<file path="config.mk">
export PLATFORM = sky130hd
export DESIGN_NAME = muldiv
export DESIGN_NICKNAME = d
export VERILOG_FILES = /design/src/rtl/muldiv.sv
export SDC_FILE = /design/constraint.sdc
export NUM_CORES = 1
export LEC_CHECK = 0
export BUFFER_PORTS_ARGS = -buffer_cell sky130_fd_sc_hd__buf_2
export CAP_MARGIN = 20
export CORE_UTILIZATION = 50
export CTS_CLUSTER_SIZE = 30
export DETAILED_ROUTE_END_ITERATION = 10
export GPL_ROUTABILITY_DRIVEN = 0
export PLACE_DENSITY = 0.67
export REMOVE_ABC_BUFFERS = 1
export SYNTH_ARGS = -nofsm -noshare
export SYNTH_HDL_FRONTEND = slang
export SYNTH_SLANG_ARGS = --single-unit
</file>
<file path="constraint.sdc">
create_clock -name clock -period 7.61 [get_ports clock]
set_input_delay 0 -clock clock [delete_from_list [all_inputs] [get_ports clock]]
set_output_delay 0 -clock clock [all_outputs]
set_load 0.02 [all_outputs]
</file>
<file path="src/rtl/muldiv.sv">
// Iterative 32x32 multiply / divide unit: 32 shift-add or restoring shift-subtract steps
// on operand magnitudes, with sign correction applied when the result is written.
module muldiv (
    input  logic        clock,
    input  logic        reset,
    input  logic        start,
    input  logic [1:0]  OP,
    input  logic [31:0] A,
    input  logic [31:0] B,
    output logic        busy,
    output logic        done,
    output logic [31:0] HI,
    output logic [31:0] LO,
    output logic        div_zero
);
    localparam logic [1:0] StIdle = 2'd0;
    localparam logic [1:0] StRun  = 2'd1;
    localparam logic [1:0] StDone = 2'd2;

    logic [1:0]  state;
    logic [5:0]  count;
    logic        is_div;
    logic        b_zero;
    logic        neg_main;
    logic        neg_rem;
    logic [31:0] a_raw;
    logic [31:0] mag;
    logic [31:0] work_hi;
    logic [31:0] work_lo;

    logic        signed_op;
    logic [31:0] a_abs;
    logic [31:0] b_abs;
    logic [32:0] mul_sum;
    logic [32:0] div_shift;
    logic [31:0] div_diff;
    logic        div_ge;
    logic [31:0] iter_hi;
    logic [31:0] iter_lo;
    logic [63:0] product;
    logic [31:0] res_hi;
    logic [31:0] res_lo;

    assign signed_op = ~OP[0];
    assign a_abs     = (signed_op && A[31]) ? -A : A;
    assign b_abs     = (signed_op && B[31]) ? -B : B;

    // Multiply: {work_hi, work_lo} is the product register, multiplier shifted out of work_lo.
    // Divide: work_hi is the partial remainder, work_lo shifts dividend out and quotient in.
    always_comb begin
        mul_sum   = {1'b0, work_hi} + (work_lo[0] ? {1'b0, mag} : 33'd0);
        div_shift = {work_hi, work_lo[31]};
        div_ge    = (div_shift >= {1'b0, mag});
        div_diff  = div_shift[31:0] - mag;
        if (is_div) begin
            iter_hi = div_ge ? div_diff : div_shift[31:0];
            iter_lo = {work_lo[30:0], div_ge};
        end else begin
            iter_hi = mul_sum[32:1];
            iter_lo = {mul_sum[0], work_lo[31:1]};
        end
    end

    always_comb begin
        product = neg_main ? -{work_hi, work_lo} : {work_hi, work_lo};
        if (is_div) begin
            if (b_zero) begin
                res_hi = a_raw;
                res_lo = 32'hFFFF_FFFF;
            end else begin
                res_hi = neg_rem  ? -work_hi : work_hi;
                res_lo = neg_main ? -work_lo : work_lo;
            end
        end else begin
            res_hi = product[63:32];
            res_lo = product[31:0];
        end
    end

    always_ff @(posedge clock or posedge reset) begin
        if (reset) begin
            state    <= StIdle;
            count    <= 6'd0;
            is_div   <= 1'b0;
            b_zero   <= 1'b0;
            neg_main <= 1'b0;
            neg_rem  <= 1'b0;
            a_raw    <= 32'd0;
            mag      <= 32'd0;
            work_hi  <= 32'd0;
            work_lo  <= 32'd0;
            busy     <= 1'b0;
            done     <= 1'b0;
            div_zero <= 1'b0;
            HI       <= 32'd0;
            LO       <= 32'd0;
        end else begin
            case (state)
                StIdle, StDone: begin
                    done     <= 1'b0;
                    div_zero <= 1'b0;
                    if (start) begin
                        state    <= StRun;
                        busy     <= 1'b1;
                        count    <= 6'd0;
                        is_div   <= OP[1];
                        b_zero   <= (B == 32'd0);
                        a_raw    <= A;
                        neg_main <= signed_op && (A[31] ^ B[31]);
                        neg_rem  <= signed_op && A[31];
                        mag      <= OP[1] ? b_abs : a_abs;
                        work_hi  <= 32'd0;
                        work_lo  <= OP[1] ? a_abs : b_abs;
                    end else begin
                        state <= StIdle;
                    end
                end
                StRun: begin
                    if (count != 6'd32) begin
                        count   <= count + 6'd1;
                        work_hi <= iter_hi;
                        work_lo <= iter_lo;
                    end else begin
                        state    <= StDone;
                        busy     <= 1'b0;
                        done     <= 1'b1;
                        div_zero <= is_div && b_zero;
                        HI       <= res_hi;
                        LO       <= res_lo;
                    end
                end
                default: state <= StIdle;
            endcase
        end
    end
endmodule

</file>
After elaboration in Yosys (flattened, before gate mapping)
Cells that the tools add are included.

word-level totals
  flip-flop bits (word level) = 207
  input bits = 69
  output and inout bits = 67
  logic and storage cells = 80

cells by class
  add/sub/neg operators = 8
  $lt $le $gt $ge = 1
  equality and inequality tests = 6
  multiplexer cells = 34
  bitwise gates (word level) = 3
  reduce and logical (&&, ||, !) cells = 13

operators with widths
  kind                                                              number
  32-bit 2-to-1 mux                                                 18
  32-bit negator                                                    4
  32-bit case mux with 2 select lines                               2
  64-bit 2-to-1 mux                                                 1
  64-bit negator                                                    1
  32-bit by 32-bit adder with 33-bit output                         1
  33-bit by 32-bit greater-or-equal comparator with 1-bit output    1
  32-bit logical NOT                                                1
  32-bit subtractor                                                 1
  6-bit 2-to-1 mux                                                  2
  6-bit case mux with 2 select lines                                1
  6-bit by 1-bit adder with 6-bit output (second input constant)    1
  2-bit != test (second input constant)                             3
  6-bit != test (second input constant)                             1
  1-bit case mux with 2 select lines                                3
  2-bit AND reduction                                               3
  3-bit AND reduction                                               2
  1-bit 2-to-1 mux                                                  5
  1-bit logical AND                                                 4
  2-bit case mux with 2 select lines                                1
  2-bit by 1-bit == test with 1-bit output (second input constant)  1
  2-bit == test (second input constant)                             1
  2-bit logical NOT                                                 1
  2-bit 2-to-1 mux                                                  1
  other kinds (4)                                                   5

Longest topological paths before layout
  depth in word-level cells = 6
  depth in mapped cells = 14
  depth with buffers taken out = 13

Worst setup path after synthesis
No wires, ideal clock.

  kind = reg-to-reg
  start point = register work_lo[0]
  end point = register work_hi[30]
  library setup time = 0.110 ns
  arrival time = 3.208 ns
  required time = 7.500 ns
  path slack = 4.292 ns
  cell stages (with the launch flop) = 15
  path buffers = 2
  cell sequence = dfrtp_1 > clkinv_1 > clkbuf_1 > nor2_1 > ha_1 > clkbuf_1 > nand4_1 > a21o_1 > o21ai_0 > a21oi_1 > o21bai_1 > a21boi_0 > o311ai_0 > o311ai_0 > o41ai_1

between the ends
  cells in the longest elaborated chain, start to end = 5

ends and longest elaborated chain
  element                                    line  source
  start: declaration                         29    logic [31:0] work_lo;
  start signal: assignment                   113   work_lo <= OP[1] ? a_abs : b_abs;
  start signal: assignment                   122   work_lo <= iter_lo;
  32-bit 2-to-1 mux                          51    mul_sum = {1'b0, work_hi} + (work_lo[0] ? {1'b0, mag} : 33'd0);
  32-bit by 32-bit adder with 33-bit output  51
  32-bit 2-to-1 mux                          55    if (is_div) begin
  32-bit 2-to-1 mux                          119   if (count != 6'd32) begin
  32-bit case mux with 2 select lines        98    case (state)
  end signal: assignment                     121   work_hi <= iter_hi;
  end: declaration                           28    logic [31:0] work_hi;

Every way passes these cells. The select of a mux whose other input is x is not followed.
A chain may end at the register's enable or synchronous reset.

Worst setup path in the final report
  start point = register work_hi[6]
  end point = register work_hi[0]

between the ends
  cells in the longest elaborated chain, start to end = 5

ends and longest elaborated chain
  element                                                         line  source
  33-bit by 32-bit greater-or-equal comparator with 1-bit output  53    div_ge = (div_shift >= {1'b0, mag});
  32-bit 2-to-1 mux                                               56    iter_hi = div_ge ? div_diff : div_shift[31:0];
  32-bit 2-to-1 mux                                               55
  32-bit 2-to-1 mux                                               119
  32-bit case mux with 2 select lines                             98

Every way passes these cells. The select of a mux whose other input is x is not followed.

==> metrics.yaml <==
status:
  outcome: "finished clean"
sta:
  max_slew_margin: 0.239
  finalHoldViolations: 0
  slew_violations: 0
  setup_viol: 0
  worstMarginPinSlew_ns: 1.13
  finalWorstSetupSlack_ns: 3.29
  skew_ns: 0.0136
  fin_crit_ns: 4.32
  rsz0062_at_grt: "no"
  setup_tns_ns: 0
  finalCritPeriodShare: 0.567
  max_freq_mhz: 232
clock_network:
  clockBufferDepth: 3
  clk-insertion-delay-late_ns: 0.55
  cts_max_level: 1
  cts-root-buf: "clkbuf_16"
  path_clk_slew_ns: 0.06
  cts_tree: "built"
  cts_sinks: 207
  cts-buffers-inserted: 25
routing:
  drc: 0
  vias: 17000
  first_pass_iters: 5
  drt_wl_total_microns: 57600
  first_iter_violations: 1638
  ant_nets: 0
  routedWlPerCell_microns: 20.9
  vias_per_cell: 6.19
job:
  maxCapViolations: 0
layout:
  fin_util: 0.576
  multi_input_area_sq_um: 10900
  final_cell_count_no_fill: 2748
  area_growth_syn_to_layout_pct: 13.5
  layout-drive-gt1-share: 0.108
  most-common-layout-cells: "nand2_1 (291), nor2_1 (229), o21ai_0 (216), a21oi_1 (209), dfrtp_1 (205)"
  layout.nets: 2425
  fill_cells: 3104
  layout_commonest_cell: "nand2_1"
  seq_area_sq_um: 5180
synth:
  synth-seq-cells: 207
  synth_flop_cell: "dfrtp_1"
  synth_edf_count: 0
  syn_inst: 2195
  yosysWarningCount: 0
  synth_area_per_cell_sq_um: 7.73
  seq_area_frac_synth: 0.305
  ys_async_sr_fraction: 1.00
  synth_cell_type_count: 80
  netlist_area_sq_um: 17000
global_route:
  grt.total_usage: 0.330
  first_global_vias: 15800
  grt_pass1_wl_microns: 88800
  antenna_found_initial: 1
  grt_max_degree: 99
  grt_overflow: 0
pwr:
  ir_drop_mv: 0.245
  power.leakage_nw: 8.57
  power_per_cell_area_nw_per_um2: 498
setup_path:
  cp.required_ns: 8.05
  end_kind: "flip-flop"
  crit_chain: "ha_1, o21ai_0, o21bai_1, and3b_1, o21ai_0, o21ai_0, a41o_1, a21oi_4, mux2_2, o21ai_0"
  cp.arrival_ns: 4.76
  cp-start-kind: "flip-flop"
  critPathMaxFanout: 25
  crit_slowest_cell: "a21oi_4"
  path_common_cell: "o21ai_0"
  crit_type: "flip-flop to flip-flop"
  slowest_delay_ns: 0.87
placed_design:
  dp_hpwl_microns: 41100
  portBuffers: 135
  dp_cells: 2642
  place_ws_ns: 3.37
floorplanning:
  initial_core_util: 0.507
  io_pins: 136
  die_y_microns: 186
  core_area_sq_um: 33400
  num_rows: 67
  die-area_sq_um: 34700
  fp.dieW_microns: 186
worst_hold_path:
  hp-class: "primary input to flip-flop"
## sequential cells by signal, indices dropped and copies added (netlist names)
signal and count:
HI 32, LO 32, a_raw 32, b_zero 1, busy 1, count 6
div_zero 1, done 1, is_div 1, mag 32, neg_main 1, neg_rem 1
state 2, work_hi 32, work_lo 32
## critical path: cells and delay by family (launching register included)
family,cells,cell delay [ns]
flops,1,0.56
fa+ha+maj,1,0.49
simple gates,1,0.21
mux,1,0.41
compound gates,7,2.54
## final timing paths
kind,endpoint,start,cells past startpoint,slack [ns]
hold / removal,mag[11],B[11],6,0.02
hold reg to reg,a_raw[22],a_raw[22],2,0.47
min in group asynchronous,done,reset,3,0.07
max in group asynchronous,work_hi[30],reset,5,5.34
setup reg to reg,work_hi[0],work_hi[6],10,3.29
setup / recovery,work_hi[0],work_hi[6],10,3.29
## synth_stat cells (all sizes together) (10+ instances only)
library cell / count / share of area
nor2b: 19 / 0.0070
xnor2: 93 / 0.048
nand3: 42 / 0.012
nor4: 30 / 0.013
nand4: 19 / 0.0070
ha: 70 / 0.052
o41ai: 15 / 0.0091
nand2b: 14 / 0.0052
nand2: 292 / 0.065
o21a: 12 / 0.0053
o211ai: 10 / 0.0044
nor3: 31 / 0.0091
nor2: 231 / 0.051
o21ai: 219 / 0.065
a22oi: 12 / 0.0053
a211oi: 26 / 0.012
inv: 65 / 0.014
dfrtp: 207 / 0.31
clkbuf: 124 / 0.027
buf: 32 / 0.010
o31ai: 30 / 0.014
xor2: 93 / 0.048
a21o: 34 / 0.015
or3: 15 / 0.0061
mux2i: 77 / 0.045
or4: 20 / 0.0095
a21oi: 210 / 0.063
a31oi: 23 / 0.0085
and3: 10 / 0.0037
## final cells by class
class	instances	area share
clock buffer	35	0.0381
inverter	68	0.0136
multi-input combinational	1764	0.567
tap	448	0.0291
antenna	1	0.000130
timing repair buffer	218	0.0777
clock inverter	7	0.00481
sequential	207	0.269
## logic make-up after synthesis
group | share of synthesized area
AND/OR/NAND/NOR | 0.207
AO/OA/AOI/OAI | 0.237
buffers and inverters | 0.0524
flip-flops | 0.305
XOR/XNOR | 0.0960
multiplexers | 0.0481
adder cells (fa/ha/maj) | 0.0540
## per-layer routing
| layer | up-vias | GRT usage | part of all wire |
|---|---|---|---|
| met3 | 175 | 0.0471 | 0.077 |
| met2 | 804 | 0.521 | 0.44 |
| met1 | 8072 | 0.452 | 0.44 |
| li1 | 7961 | - | - |
| met5 | - | 0 | 0.00023 |
| met4 | 2 | 0.142 | 0.046 |
## what timing repair did
action,CTS,global route
endpoints found under the setup margin,0,0
buffers inserted,0,0
hold buffers,60,0
hold endpoints to repair,155,0
resized for setup,0,0
## power by group
| part | switching (mW) | internal, mW |
|---|---|---|
| Combinational | 3.56 | 2.34 |
| Sequential | 0.797 | 1.65 |
| Clock | 0.502 | 0.732 |
| Total | 4.86 | 4.73 |
## per-stage QoR
| stage | instance area [sq um] | hold slack, ns | total power, mW |
|---|---|---|---|
| after detailed placement | 17800 | 0.150 | 8.10 |
| after global routing | 19300 | 0.0827 | 10.3 |
| after CTS | 19200 | 0.00467 | 9.41 |
| final | 19300 | 0.0174 | 9.59 |
| after floorplan | 16300 | 0.105 | 6.43 |
| after global placement | 17800 | 0.138 | 8.00 |
(Power assumes the default switching activity.)
